===== config.mk =====
export PLATFORM = sky130hd
export DESIGN_NAME = edge_window_ctrl
export DESIGN_NICKNAME = d
export VERILOG_FILES = /design/src/rtl/edge_window_ctrl.sv
export SDC_FILE = /design/constraint.sdc
export NUM_CORES = 1
export LEC_CHECK = 0
export BUFFER_PORTS_ARGS = -buffer_cell sky130_fd_sc_hd__clkbuf_2
export CAP_MARGIN = 20
export CORE_ASPECT_RATIO = 0.5
export CORE_MARGIN = 5
export CORE_UTILIZATION = 58
export CTS_BUF_LIST = sky130_fd_sc_hd__clkbuf_2
export CTS_CLUSTER_SIZE = 30
export DETAILED_ROUTE_END_ITERATION = 10
export PLACE_DENSITY = 0.88
export SLEW_MARGIN = 20
export SYNTH_ARGS = -nofsm -noshare
export SYNTH_HDL_FRONTEND = slang
export SYNTH_SLANG_ARGS = --single-unit

===== constraint.sdc =====
create_clock -name clk_Image_Process -period 2.8 [get_ports clk_Image_Process]
set_input_delay 0.7 -clock clk_Image_Process [delete_from_list [all_inputs] [get_ports clk_Image_Process]]
set_output_delay 0.7 -clock clk_Image_Process [all_outputs]
set_load 0.01 [all_outputs]

===== src/rtl/edge_window_ctrl.sv =====
// edge_window_ctrl: frame/line sequencer for the Sobel edge-check datapath.
// It tracks pixel coordinates from RGB_VS/RGB_DE and flags when the 3x3
// window holds real pixels. Border rows/columns are masked while the line
// buffers prime. The valid strobe is aligned to the datapath latency. It also
// owns a double-buffered edge threshold.
//
// Ports:
//   clk_Image_Process  in   clock, all logic on rising edge
//   Rst                in   synchronous active-high reset
//   RGB_VS             in   frame-start pulse
//   RGB_DE             in   pixel valid
//   Gate_In/Gate_Wr    in   threshold write data / strobe
//   Gray_Gate          out  active threshold, stable per frame
//   Pix_X/Pix_Y        out  coordinate of previously accepted pixel
//   Win_Valid          out  3x3 window centred on (Pix_X-1,Pix_Y-1) complete
//   Out_Valid          out  Win_Valid delayed by PIPE_DELAY clocks
//   Frame_Done         out  pulse after the last pixel of a frame
//   Line_Err           out  sticky line-length error
//
// Optional feature: define EDGE_CTRL_LINE_CHECK_EN to enable the
// line-length check and counter realignment. Otherwise Line_Err is 0.

module edge_window_ctrl #(
    parameter int         H_ACTIVE   = 1280,
    parameter int         V_ACTIVE   = 720,
    parameter int         CNT_W      = 11,
    parameter int         PIPE_DELAY = 2,
    parameter logic [7:0] GATE_INIT  = 8'd64
) (
    input  logic             clk_Image_Process,
    input  logic             Rst,
    input  logic             RGB_VS,
    input  logic             RGB_DE,
    input  logic [7:0]       Gate_In,
    input  logic             Gate_Wr,
    output logic [7:0]       Gray_Gate,
    output logic [CNT_W-1:0] Pix_X,
    output logic [CNT_W-1:0] Pix_Y,
    output logic             Win_Valid,
    output logic             Out_Valid,
    output logic             Frame_Done,
    output logic             Line_Err
);

    typedef enum logic [1:0] {
        IDLE,
        PRIME,
        RUN,
        DONE
    } state_t;

    localparam logic [CNT_W-1:0] X_LAST = CNT_W'(H_ACTIVE - 1);
    localparam logic [CNT_W-1:0] Y_LAST = CNT_W'(V_ACTIVE - 1);
    localparam logic [CNT_W-1:0] C_TWO  = CNT_W'(2);
    localparam logic [CNT_W-1:0] C_ONE  = CNT_W'(1);

    state_t r_state;
    state_t w_state_nxt;

    logic [CNT_W-1:0]      r_x;
    logic [CNT_W-1:0]      r_y;
    logic [CNT_W-1:0]      r_pix_x;
    logic [CNT_W-1:0]      r_pix_y;
    logic [7:0]            r_gate;
    logic [7:0]            r_pend;
    logic                  r_win;
    logic                  r_done;
    logic [PIPE_DELAY-1:0] r_pipe;

    logic             w_active;
    logic             w_acc;
    logic [CNT_W-1:0] w_cx;
    logic [CNT_W-1:0] w_cy;
    logic             w_x_last;
    logic             w_last_pix;
    logic             w_win_nxt;
    logic             w_done_nxt;

    assign w_active = (r_state == PRIME) || (r_state == RUN);

    // A DE on the VS cycle belongs to the new frame, so it is accepted
    // regardless of the current state and coordinates are forced to (0,0).
    assign w_acc      = RGB_DE && (RGB_VS || w_active);
    assign w_cx       = RGB_VS ? '0 : r_x;
    assign w_cy       = RGB_VS ? '0 : r_y;
    assign w_x_last   = (w_cx == X_LAST);
    assign w_last_pix = w_x_last && (w_cy == Y_LAST);

    always_ff @(posedge clk_Image_Process) begin
        if (Rst) begin
            r_state <= IDLE;
        end else begin
            r_state <= w_state_nxt;
        end
    end

    always_comb begin
        w_state_nxt = r_state;
        w_win_nxt   = 1'b0;
        w_done_nxt  = 1'b0;
        unique case (r_state)
            IDLE: begin
                w_state_nxt = r_state;
            end
            PRIME: begin
                if (w_acc && (w_cy == C_TWO) && (w_cx == '0)) begin
                    w_state_nxt = RUN;
                end
            end
            RUN: begin
                if (w_acc && !RGB_VS) begin
                    w_win_nxt  = (w_cx >= C_TWO) && (w_cy >= C_TWO);
                    w_done_nxt = w_last_pix;
                    if (w_last_pix) begin
                        w_state_nxt = DONE;
                    end
                end
            end
            DONE: begin
                w_state_nxt = r_state;
            end
        endcase
        if (RGB_VS) begin
            w_state_nxt = PRIME;
        end
    end

`ifdef EDGE_CTRL_LINE_CHECK_EN
    logic r_de_d;
    logic r_line_err;
    logic w_line_bad;

    // A DE falling edge must land on a wrapped line (x back at 0).
    assign w_line_bad = w_active && r_de_d && !RGB_DE && (r_x != '0);

    always_ff @(posedge clk_Image_Process) begin
        if (Rst) begin
            r_de_d     <= 1'b0;
            r_line_err <= 1'b0;
        end else begin
            r_de_d <= RGB_DE;
            if (RGB_VS) begin
                r_line_err <= 1'b0;
            end else if (w_line_bad) begin
                r_line_err <= 1'b1;
            end
        end
    end

    assign Line_Err = r_line_err;
`else
    assign Line_Err = 1'b0;
`endif

    always_ff @(posedge clk_Image_Process) begin
        if (Rst) begin
            r_x <= '0;
            r_y <= '0;
        end else if (w_acc) begin
            if (w_x_last) begin
                r_x <= '0;
                r_y <= w_cy + C_ONE;
            end else begin
                r_x <= w_cx + C_ONE;
                r_y <= w_cy;
            end
        end else if (RGB_VS) begin
            r_x <= '0;
            r_y <= '0;
`ifdef EDGE_CTRL_LINE_CHECK_EN
        end else if (w_line_bad) begin
            r_x <= '0;
            r_y <= r_y + C_ONE;
`endif
        end
    end

    always_ff @(posedge clk_Image_Process) begin
        if (Rst) begin
            r_pix_x <= '0;
            r_pix_y <= '0;
        end else if (w_acc) begin
            r_pix_x <= w_cx;
            r_pix_y <= w_cy;
        end
    end

    always_ff @(posedge clk_Image_Process) begin
        if (Rst) begin
            r_win  <= 1'b0;
            r_done <= 1'b0;
        end else begin
            r_win  <= w_win_nxt;
            r_done <= w_done_nxt;
        end
    end

    // VS flushes the latency pipe so an aborted frame leaves no strobes.
    always_ff @(posedge clk_Image_Process) begin
        if (Rst || RGB_VS) begin
            r_pipe <= '0;
        end else begin
            r_pipe[0] <= r_win;
            for (int i = 1; i < PIPE_DELAY; i++) begin
                r_pipe[i] <= r_pipe[i-1];
            end
        end
    end

    // Write on the VS cycle bypasses the pending stage.
    always_ff @(posedge clk_Image_Process) begin
        if (Rst) begin
            r_gate <= GATE_INIT;
            r_pend <= GATE_INIT;
        end else begin
            if (Gate_Wr) begin
                r_pend <= Gate_In;
            end
            if (RGB_VS) begin
                r_gate <= Gate_Wr ? Gate_In : r_pend;
            end
        end
    end

    assign Gray_Gate  = r_gate;
    assign Pix_X      = r_pix_x;
    assign Pix_Y      = r_pix_y;
    assign Win_Valid  = r_win;
    assign Out_Valid  = r_pipe[PIPE_DELAY-1];
    assign Frame_Done = r_done;

endmodule


; ---- Word level (Yosys, flattened, before mapping)
; Index checks and enable logic that the tools add are counted.
[word_totals]
romBits = 0
input_bits = 13
ramBits = 0
word_cells = 60
n_memories = 0
reg_bits = 66
output_inout_bits = 34
latchBits = 0
[op_classes]
n_eq_ne = 13
addsub = 2
n_shift = 0
n_lt_le_gt_ge = 2
n_mux = 12
n_bitwise = 3
n_reduce_logical = 17
n_div = 0
multipliers = 0
[ops]
columns = cell, count
row1 = two-way mux 11 bit, 6
row2 = adder 11 x 1 -> 11 bit (second input constant), 2
row3 = greater-or-equal comparator 11 x 2 -> 1 bit (second input constant), 2
row4 = equality test 11 x 10 -> 1 bit (second input constant), 1
row5 = equality test 11 bit (second input constant), 1
row6 = equality test 11 x 2 -> 1 bit (second input constant), 1
row7 = zero test 11 bit, 1
row8 = two-way mux 8 bit, 1
row9 = AND reduction 4 bit, 2
row10 = logical AND 1 bit, 6
row11 = two-way mux 2 bit, 3
row12 = inequality test 2 x 1 -> 1 bit (second input constant), 3
row13 = inequality test 3 x 2 -> 1 bit (second input constant), 2
row14 = equality test 2 bit (second input constant), 2
row15 = one-hot mux 2 bit (2 select lines), 1
row16 = OR reduction 2 bit, 2
row17 = logical OR 1 bit, 3
row18 = inequality test 3 bit (second input constant), 1
row19 = inverter 1 bit, 3
row20 = OR reduction 3 bit, 1
row21 = equality test 2 x 1 -> 1 bit (second input constant), 1
row22 = zero test 2 bit, 1
row23 = inequality test 2 bit (second input constant), 1
row24 = zero test 1 bit, 1
row25 = two-way mux 1 bit, 1

; ---- Logic depth before layout (Yosys ltp)
; Gate-level depths: netlist of the first run.
[logic_depth]
ltp_word = 9
ltp_mapped = 9
ltp_nobuf = 8

; ---- Worst setup path after synthesis of the first run
; No wires, ideal clock.
[synth_path]
path_kind = input to register
startpoint = input RGB_VS
endpoint = register r_state[0]
n_path_buf = 2
required_ns = 2.714
setup_slack_ns = 0.583
cell_stages = 9
setup_ns = 0.086
t_arrival_ns = 2.131
path_cell_list = buf_2 buf_2 nor2_1 ha_1 and3_1 nand4_1 nor3_2 a211oi_1 a211oi_1
[synth_via]
elab_chain_cells = 6
elab_cells_between_ends = 19
cone_classes = 7 x eq/ne / 3 x mux / 9 x reduce/logical
[synth_lines]
columns = item, line_no
row1 = "start, declared", 32  ; input logic RGB_VS,
row2 = two-way mux 11 bit / logical OR 1 bit (equally long branches), n/a
row3 = equality test 11 x 2 -> 1 bit / logical AND 1 bit (equally long branches), "106, 83"
row4 = logical AND 1 bit (2 in series), 106  ; if (w_acc && (w_cy == C_TWO) && (w_cx == '0)) begin
row5 = inequality test 3 x 2 -> 1 bit (no line), n/a
row6 = AND reduction 4 bit (no line), n/a
row7 = "end signal, assigned", 93  ; r_state <= w_state_nxt;
row8 = "end, declared", 57  ; state_t r_state;
; Several ways; a longest one is shown, not always the timed one.
; A chain may end at the register's enable or synchronous reset.

; ---- Final worst setup path of the first run
[layout_path]
startpoint = register r_state[0]
endpoint = register r_y[5]
[layout_via]
elab_chain_cells = 5
elab_cells_between_ends = 6
cone_classes = 2 x eq/ne / 1 x mux / 3 x reduce/logical
[layout_lines]
columns = item, line_no
row1 = equality test 2 x 1 -> 1 bit / equality test 2 bit (equally long branches), 79  ; assign w_active = (r_state == PRIME) || (r_state == RUN);
row2 = logical OR 1 bit (*), 79
row3 = logical OR 1 bit (*), 83  ; assign w_acc = RGB_DE && (RGB_VS || w_active);
row4 = logical AND 1 bit (*), 83
row5 = two-way mux 11 bit (*), 159  ; end else if (w_acc) begin
row6 = "end signal, assigned", 162  ; r_y <= w_cy + C_ONE;
row7 = "end signal, assigned", 165  ; r_y <= w_cy;
row8 = "end, declared", 61  ; logic [CNT_W-1:0] r_y;
; Every way passes the cells marked *; elsewhere a longest branch is shown, timed or not.

==> impl_metrics.yaml, run 1 <==
timing:
  fmax_mhz: 450
  fin_tns_setup_ns: 0
  final.min_clock_period_ns: 2.22
  fin_ws_ns: 0.578
  worst_pin_slew_ns: 0.619
  finClkSkew_ns: 0.0134
  maxSlewViolCount: 0
  fin_crit_sh_pct: 79.3
  finalSetupViolCount: 0
  whs_ns: 0.450
  hold_viol: 0
  rsz0062_at_grt: "false"
  slew_headroom_pct: 58.8
layout:
  drive_gt1_share_pct: 21.5
  nNetsFinal: 376
  fillers: 368
  syn_to_final_growth_pct: 14.5
  final_util_pct: 70.8
  antennaDiodeCount: 0
clock_network:
  clk_latency_ns: 0.49
  hold_buffers: 0
  cts_tree: "yes"
  cts_root_buffer: "clkbuf_2"
  ctsLongestPathBuffers: 2
  cts.sinks: 66
  clk_pin_slew_ns: 0.17
  cts_resized: 0
  cts_buffers: 9
  postCtsSetupRepairBufs: 0
  htree_num_levels: 3
critical_path:
  slowest_delay_ns: 0.42
  slowest_stage: "and4bb_2"
  worstPathCellList: "inv_1 -> ha_1 -> and4bb_2 -> nand2_2 -> nor3b_4 -> nand4_1 -> a21oi_1"
  start_kind: "flop"
  critPathMaxFanout: 9
  required_ns: 3.22
  end_kind: "flop"
  crit_type: "reg2reg"
  worstPathArrival_ns: 2.64
synth:
  synth_warnings: 0
  synth_simple_gate_area_share_pct: 26.8
  syn_inst: 313
  syn-cell-area_um2: 2810
  yosys.area_share.adder_pct: 2.22
  synth.area.mux_share_pct: 4.31
  ys_seq_elements: 66
  synth_compound_gate_area_share_pct: 11.8
  syn_avg_cell_area_um2: 8.99
  ys.flop_type: "dfxtp_1"
  synth_top_family_by_area: "simple AND/OR/NAND/NOR gates"
  synth_seq_area_share_pct: 47.0
  async_flop_share_pct: 0
  yosysUniqueCellTypes: 45
  synth_xor_area_share_pct: 4.05
  synthTopCellsByArea: "dfxtp_1, nor2_1, a21oi_1"
  synthesis.nets: 331
  netlist.area_leader.share_pct: 47.0
  synth_top_area_cell: "dfxtp_1"
  synth-edff-count: 0
floorplanning:
  ios: 47
  start_util_pct: 61.8
  core_um2: 4550
  dieWidth_um: 109
  rows: 17
  die_area_um2: 6430
  die_h_um: 59.3
placed_design:
  hpwlAfterDp_mm: 4.51
  port_buffers: 45
  pre_cts_ws_ns: 0.291
  gp_congestion: 0.956
grt:
  antenna_found_initial: 0
  grt_pass1_vias: 2372
  grt_max_degree: 38
  grt_overflow: 0
  grt_pass1_wl_mm: 11.0
  grt_usage_pct: 22.2
status:
  status: "completed"
drt:
  wire_per_inst_um: 15.0
  wl_mm: 6.42
  dr.pass1.iters: 4
  first_iter_violations: 141
  vias: 2380
  routed_via_density: 5.55
  drt_drc_violations_left: 0
  ant_nets: 0
pwr:
  ir_drop_mv: 0.314
  p_leak_nw: 1.36
  power_density_nw_per_um2: 533
worst_hold_path:
  worstHoldPathType: "reg2reg"
job:
  maxCapViolCount: 0
[final cells by class]
class	instances	area [um2]	area share, %
clock inverter	6	81.3	2.52
inverter	9	33.8	1.05
sequential	66	1320	41.0
tap	66	82.6	2.56
clock buffer	10	50.0	1.55
multi-input combinational	222	1390	43.2
timing repair buffer	50	263	8.15
[power breakdown]
part | internal [mW] | total [mW] | switching [mW]
logic | 0.0474 | 0.128 | 0.0810
clock network | 0.294 | 0.618 | 0.324
registers | 0.961 | 0.972 | 0.0102
[layer usage]
metal | vias up | wire (um) | GRT usage [%]
met5 | - | 0 | 0
met3 | 14 | 454 | 8.60
met2 | 88 | 3010 | 37.3
met1 | 1100 | 2810 | 25.6
met4 | 0 | 139 | 9.89
li1 | 1178 | - | -
[per-stage QoR]
| step | std cells | total power [mW] | cell area, um2 |
|---|---|---|---|
| 2_1_floorplan | 313 | 1.08 | 2810 |
| 3_3_place_gp | 413 | 1.11 | 3090 |
| 3_5_place_dp | 413 | 1.12 | 3090 |
| 4_1_cts | 429 | 1.74 | 3220 |
| 5_1_grt | 429 | 1.82 | 3220 |
| 6_report | 429 | 1.72 | 3220 |
[synthesized netlist by cell type (all sizes together) (2+ instances only)]
library cell and count:
nor4 6, nor2 57, nor3b 8, and4bb 2, a21oi 25, dfxtp 66, and2 2, nand3 8
clkbuf 8, o21ai 8, and4b 4, inv 9, a211oi 2, mux2i 11, a31o 2, nand2 18
xnor2 12, nor2b 9, nand4 8, a22oi 2, ha 5, and3 3, o22a 7, buf 8
nor3 12
[worst max-delay path: cells and delay by family, from the launching register on]
kind            cells  cell delay (ns)
compound gates      1             0.18
buf+inv             1             0.06
flops               1             0.40
fa+ha+maj           1             0.38
simple gates        4             1.13
[cells by family after synthesis]
kind of cell             after synthesis
AO/OA/AOI/OAI                         53
XOR/XNOR                              13
adder cells (fa/ha/maj)                5
buffers and inverters                 25
flip-flops                            66
multiplexers                          12
other                                  1
AND/OR/NAND/NOR                      138
[path summary, 6_finish.rpt]
check	cells past startpoint	to	startpoint	slack, ns
setup reg to reg	7	r_y[5]	r_state[0]	0.58
hold / removal	1	r_pipe[1]	r_pipe[0]	0.45
setup / recovery	7	r_y[5]	r_state[0]	0.58
hold reg to reg	1	r_pipe[1]	r_pipe[0]	0.45
[cells in the final DEF (no fill, tap or decap), types with 4 or more instances in the layout]
master and n:
a21oi_1 25, and4b_1 4, buf_4 5, clkbuf_2 55, dfxtp_1 66, ha_1 5
inv_1 9, mux2i_1 11, nand2_1 17, nand3_1 8, nand4_1 6, nor2_1 56
nor2b_1 9, nor3_1 11, nor3b_1 7, o21ai_0 7, o22a_1 7, xnor2_1 12
[sequential cells by signal (all words and copies together), names as in the netlist]
name,flops
Frame_Done,1
Win_Valid,1
r_state,2
r_x,11
Pix_X,11
Pix_Y,11
r_pend,8
r_pipe,2
Gray_Gate,8
r_y,11
No activity file was read; power rests on OpenSTA's default activity.
==> run 2, diff against run 1 <==
clock period = 2.1 ns   (was 2.8 ns; I/O delays follow)
==> impl_metrics.yaml, run 2 (synthesized netlist as in run 1, its figures left out) <==
timing:
  worst_pin_slew_ns: 0.596
  whs_ns: 0.266
  hold_viol: 0
  fin_crit_sh_pct: 99.7
  slew_headroom_pct: 59.3
  finClkSkew_ns: 0.0261
  fin_ws_ns: 0.00654
  finalSetupViolCount: 0
  final.min_clock_period_ns: 2.09
  maxSlewViolCount: 0
  fmax_mhz: 478
critical_path:
  ff2ff_path_depth: 5
  worstPathArrival_ns: 2.44
  slowest_delay_ns: 0.59
  critPathMaxFanout: 9
  reg2reg_slack_ns: 0.007
  end_kind: "flop"
  r2r-start: "r_state[0]"
  cp_num_cells: 5
  worstPathCellList: "inv_1 -> ha_1 -> and4bb_4 -> nand2_4 -> a2111oi_0"
  crit_end: "r_x[4]"
  r2r_end: "r_x[4]"
  crit_start: "r_state[0]"
  slowest_stage: "a2111oi_0"
  cp_num_buf_inv: 1
  required_ns: 2.45
  crit_type: "reg2reg"
  crit_family: "compound AO/OA/AOI/OAI gates"
  start_kind: "flop"
drt:
  ant_nets: 0
  dr.pass1.iters: 5
  vias: 2512
  wire_per_inst_um: 15.9
  first_iter_violations: 196
  drt_drc_violations_left: 0
  wl_mm: 6.97
  routed_via_density: 5.72
floorplanning:
  core_um2: 4550
  rows: 17
  start_util_pct: 61.8
  die_h_um: 59.3
  die_area_um2: 6430
  dieWidth_um: 109
  ios: 47
placed_design:
  place_area_um2: 3180
  pre_cts_ws_ns: -0.0226
  hpwlAfterDp_mm: 4.82
  port_buffers: 45
  gp_congestion: 0.934
layout:
  drive_gt1_share_pct: 24.4
  nNetsFinal: 386
  fin_area_um2: 3350
  final_util_pct: 73.5
  mostFrequentLayoutCell: "dfxtp_1"
  antennaDiodeCount: 0
  fillers: 333
  syn_to_final_growth_pct: 18.9
  most-common-layout-cells: "dfxtp_1, nor2_1, clkbuf_2"
grt:
  grt_overflow: 0
  grt_pass1_vias: 2377
  grt_pass1_wl_mm: 11.1
  grt_max_degree: 28
  grt_usage_pct: 22.7
  antenna_found_initial: 0
clock_network:
  htree_num_levels: 3
  cts_tree: "yes"
  cts_buffers: 9
  postCtsSetupRepairBufs: 0
  ctsLongestPathBuffers: 2
  clk_latency_ns: 0.51
  cts.sinks: 66
  cts_root_buffer: "clkbuf_2"
  clk_pin_slew_ns: 0.17
pwr:
  p_int_mw: 1.76
  p_clk_share_pct: 36.2
  p_sw_uw: 568
  p_leak_nw: 1.46
  ir_drop_mv: 0.463
  seqPwrFrac_pct: 55.6
  p_comb_share_pct: 8.2
  switching_share_pct: 24.4
  power_density_nw_per_um2: 696
  power.total_mw: 2.33
job:
  maxCapViolCount: 0
status:
  status: "completed"
worst_hold_path:
  worstHoldPathType: "in2reg"
  worstHoldPathCells: 2
==> run 2: metal layers <==
metal | global-route usage (%) | part of all wire, % | up-vias
li1 | - | - | 1203
met5 | 0 | 0 | -
met4 | 8.81 | 2.4 | 0
met1 | 26.5 | 42 | 1161
met3 | 8.60 | 8.8 | 20
met2 | 38.4 | 47 | 128
==> run 2: worst min-delay path by stage <==
stage / start / slack [ns] / end
2_1_floorplan: r_pipe[0] / 0.41 / r_pipe[1]
3_3_place_gp: r_pipe[0] / 0.41 / r_pipe[1]
3_5_place_dp: r_pipe[0] / 0.41 / r_pipe[1]
4_1_cts: Gate_In[6] / 0.22 / r_pend[6]
5_1_grt: Gate_In[6] / 0.21 / r_pend[6]
6_report: Gate_In[6] / 0.27 / r_pend[6]
==> run 2: area by class of cell <==
| type | count | area [um2] | area share, % |
|---|---|---|---|
| multi-input combinational | 222 | 1420 | 42.5 |
| sequential | 66 | 1320 | 39.5 |
| timing repair buffer | 60 | 350 | 10.5 |
| tap | 66 | 82.6 | 2.47 |
| clock inverter | 5 | 78.8 | 2.36 |
| clock buffer | 11 | 55.1 | 1.64 |
| inverter | 9 | 33.8 | 1.01 |
==> run 2: what timing repair did <==
action,in CTS,in global routing
resized for setup,0,6
endpoints found under the setup margin,0,11
endpoints found under the hold margin,0,0
hold buffers,0,0
==> run 2: worst reg2reg max path, delay by kind of cell (launching register included) <==
family | cells | cell delay [ns]
compound gates | 1 | 0.59
flops | 1 | 0.38
simple gates | 2 | 0.57
buf+inv | 1 | 0.05
fa+ha+maj | 1 | 0.34
==> run 2: per-stage QoR <==
stage	TNS [ns]	std cells
finish	0	439
detailed placement	-0.0226	423
global placement	0	423
floorplan	0	313
CTS	0	439
global route	-0.0811	439
==> run 2: power by group through the flow <==
stage	clock network [mW]	logic, mW	registers, mW
after global placement	0	0.180	1.32
after floorplan	0	0.109	1.33
final	0.843	0.191	1.30
after CTS	0.861	0.188	1.30
after global routing	0.929	0.208	1.30
after detailed placement	0	0.187	1.32
==> run 3, diff against run 2 <==
BUFFER_PORTS_ARGS = unset   (was -buffer_cell sky130_fd_sc_hd__clkbuf_2)
CORE_UTILIZATION = 65   (was 58)
DONT_BUFFER_PORTS = 1   (was unset)
PLACE_DENSITY = 0.87   (was 0.88)
==> impl_metrics.yaml, run 3 (synthesized netlist as in run 1, its figures left out) <==
pwr:
  ir_drop_mv: 0.588
  p_leak_nw: 1.24
  power_density_nw_per_um2: 751
critical_path:
  start_kind: "flop"
  worstPathArrival_ns: 2.54
  crit_type: "reg2reg"
  required_ns: 2.55
  end_kind: "flop"
  critPathMaxFanout: 6
layout:
  drive_gt1_share_pct: 11.6
  most-common-layout-cells: "dfxtp_1, nor2_1, a21oi_1"
  final_util_pct: 77.3
  antennaDiodeCount: 0
  fillers: 286
  final_cells: 382
  mostFrequentLayoutCell: "dfxtp_1"
  syn_to_final_growth_pct: 11.1
  nNetsFinal: 341
clock_network:
  postCtsSetupRepairBufs: 0
  cts_root_buffer: "clkbuf_2"
  clk_pin_slew_ns: 0.20
  htree_num_levels: 3
  cts_buffers: 9
  cts.sinks: 66
  clk_latency_ns: 0.54
  cts_tree: "yes"
  ctsLongestPathBuffers: 2
drt:
  ant_nets: 0
  vias: 2336
  wl_mm: 6.89
  drt_drc_violations_left: 0
  dr.pass1.iters: 5
  routed_via_density: 6.12
  wire_per_inst_um: 18.0
  first_iter_violations: 192
timing:
  whs_ns: 0.0488
  finClkSkew_ns: 0.0285
  hold_viol: 0
  finalSetupViolCount: 0
  fmax_mhz: 478
  final.min_clock_period_ns: 2.09
  maxSlewViolCount: 0
  fin_ws_ns: 0.00995
  worst_pin_slew_ns: 0.561
  slew_headroom_pct: 62.5
  fin_crit_sh_pct: 99.5
  fin_tns_setup_ns: 0
placed_design:
  hpwlAfterDp_mm: 4.37
  gp_congestion: 0.897
  pre_cts_ws_ns: 0.0494
  port_buffers: 0
  placedCellCount: 357
floorplanning:
  start_util_pct: 69.6
  die_h_um: 56.5
  core_um2: 4040
  rows: 16
  dieWidth_um: 103
  die_area_um2: 5820
  ios: 47
grt:
  grt_usage_pct: 22.4
  grt_max_degree: 51
  grt_pass1_vias: 2099
  grt_overflow: 0
  antenna_found_initial: 0
  grt_pass1_wl_mm: 10.2
status:
  status: "completed"
job:
  maxCapViolCount: 0
worst_hold_path:
  worstHoldPathType: "in2reg"
==> run 3: cell types whose count changed in the layout (fill, tap and decap cells not counted), sizes merged <==
| cell | change |
|---|---|
| clkinvlp | +1 |
| dlygate4sd3 | +9 |
| inv | +1 |
| buf | -9 |
| clkbuf | -47 |
==> run 3: power by group <==
| part | total, mW | internal [mW] | switching [mW] |
|---|---|---|---|
| combinational | 0.141 | 0.0644 | 0.0763 |
| clock | 0.901 | 0.404 | 0.497 |
| sequential | 1.31 | 1.28 | 0.0234 |
| total | 2.35 | 1.75 | 0.597 |
==> run 3: timing repair <==
| action | 4_1_cts | 5_1_grt |
|---|---|---|
| setup endpoints to repair | 0 | 11 |
| endpoints found under the hold margin | 0 | 19 |
| hold buffers | 0 | 9 |
| gates resized for setup | 0 | 6 |
==> run 3: layer usage <==
| metal | share of wire (%) | wire length [um] | track usage [%] |
|---|---|---|---|
| met1 | 42 | 2910 | 27.7 |
| met2 | 46 | 3160 | 34.1 |
| met3 | 10 | 705 | 12.5 |
| met4 | 1.7 | 114 | 4.61 |
| met5 | 0 | 0 | 0 |
==> run 3: worst paths after layout <==
path / startpoint / end / slack (ns) / cells past startpoint
worst min-delay path: Rst / r_y[2] / 0.05 / 1
worst min register to register: r_pipe[0] / r_pipe[1] / 0.45 / 1
worst max register to register: r_state[0] / r_x[5] / 0.01 / 7
worst max-delay path: r_state[0] / r_x[5] / 0.01 / 7
==> run 3: area by class of cell <==
class	instances	area (um2)	share of cell area (%)
clock inverter	7	103	3.28
inverter	9	33.8	1.08
multi-input combinational	222	1420	45.4
clock buffer	9	45.0	1.44
timing repair buffer	15	135	4.32
sequential	66	1320	42.3
tap	54	67.6	2.16
==> run 3: stage by stage <==
| step | instance area, um2 | power (mW) |
|---|---|---|
| floorplan | 2810 | 1.44 |
| global placement | 2860 | 1.44 |
| global route | 3130 | 2.45 |
| detailed placement | 2860 | 1.45 |
| finish | 3130 | 2.35 |
| CTS | 3010 | 2.33 |
==> run 3: critical path, stage by stage (launching register included) <==
cell      delay, ns
dfxtp_2        0.38
inv_1          0.04
ha_1           0.30
buf_4          0.17
and4bb_2       0.34
and3_1         0.24
mux2_2         0.36
nor3_1         0.17
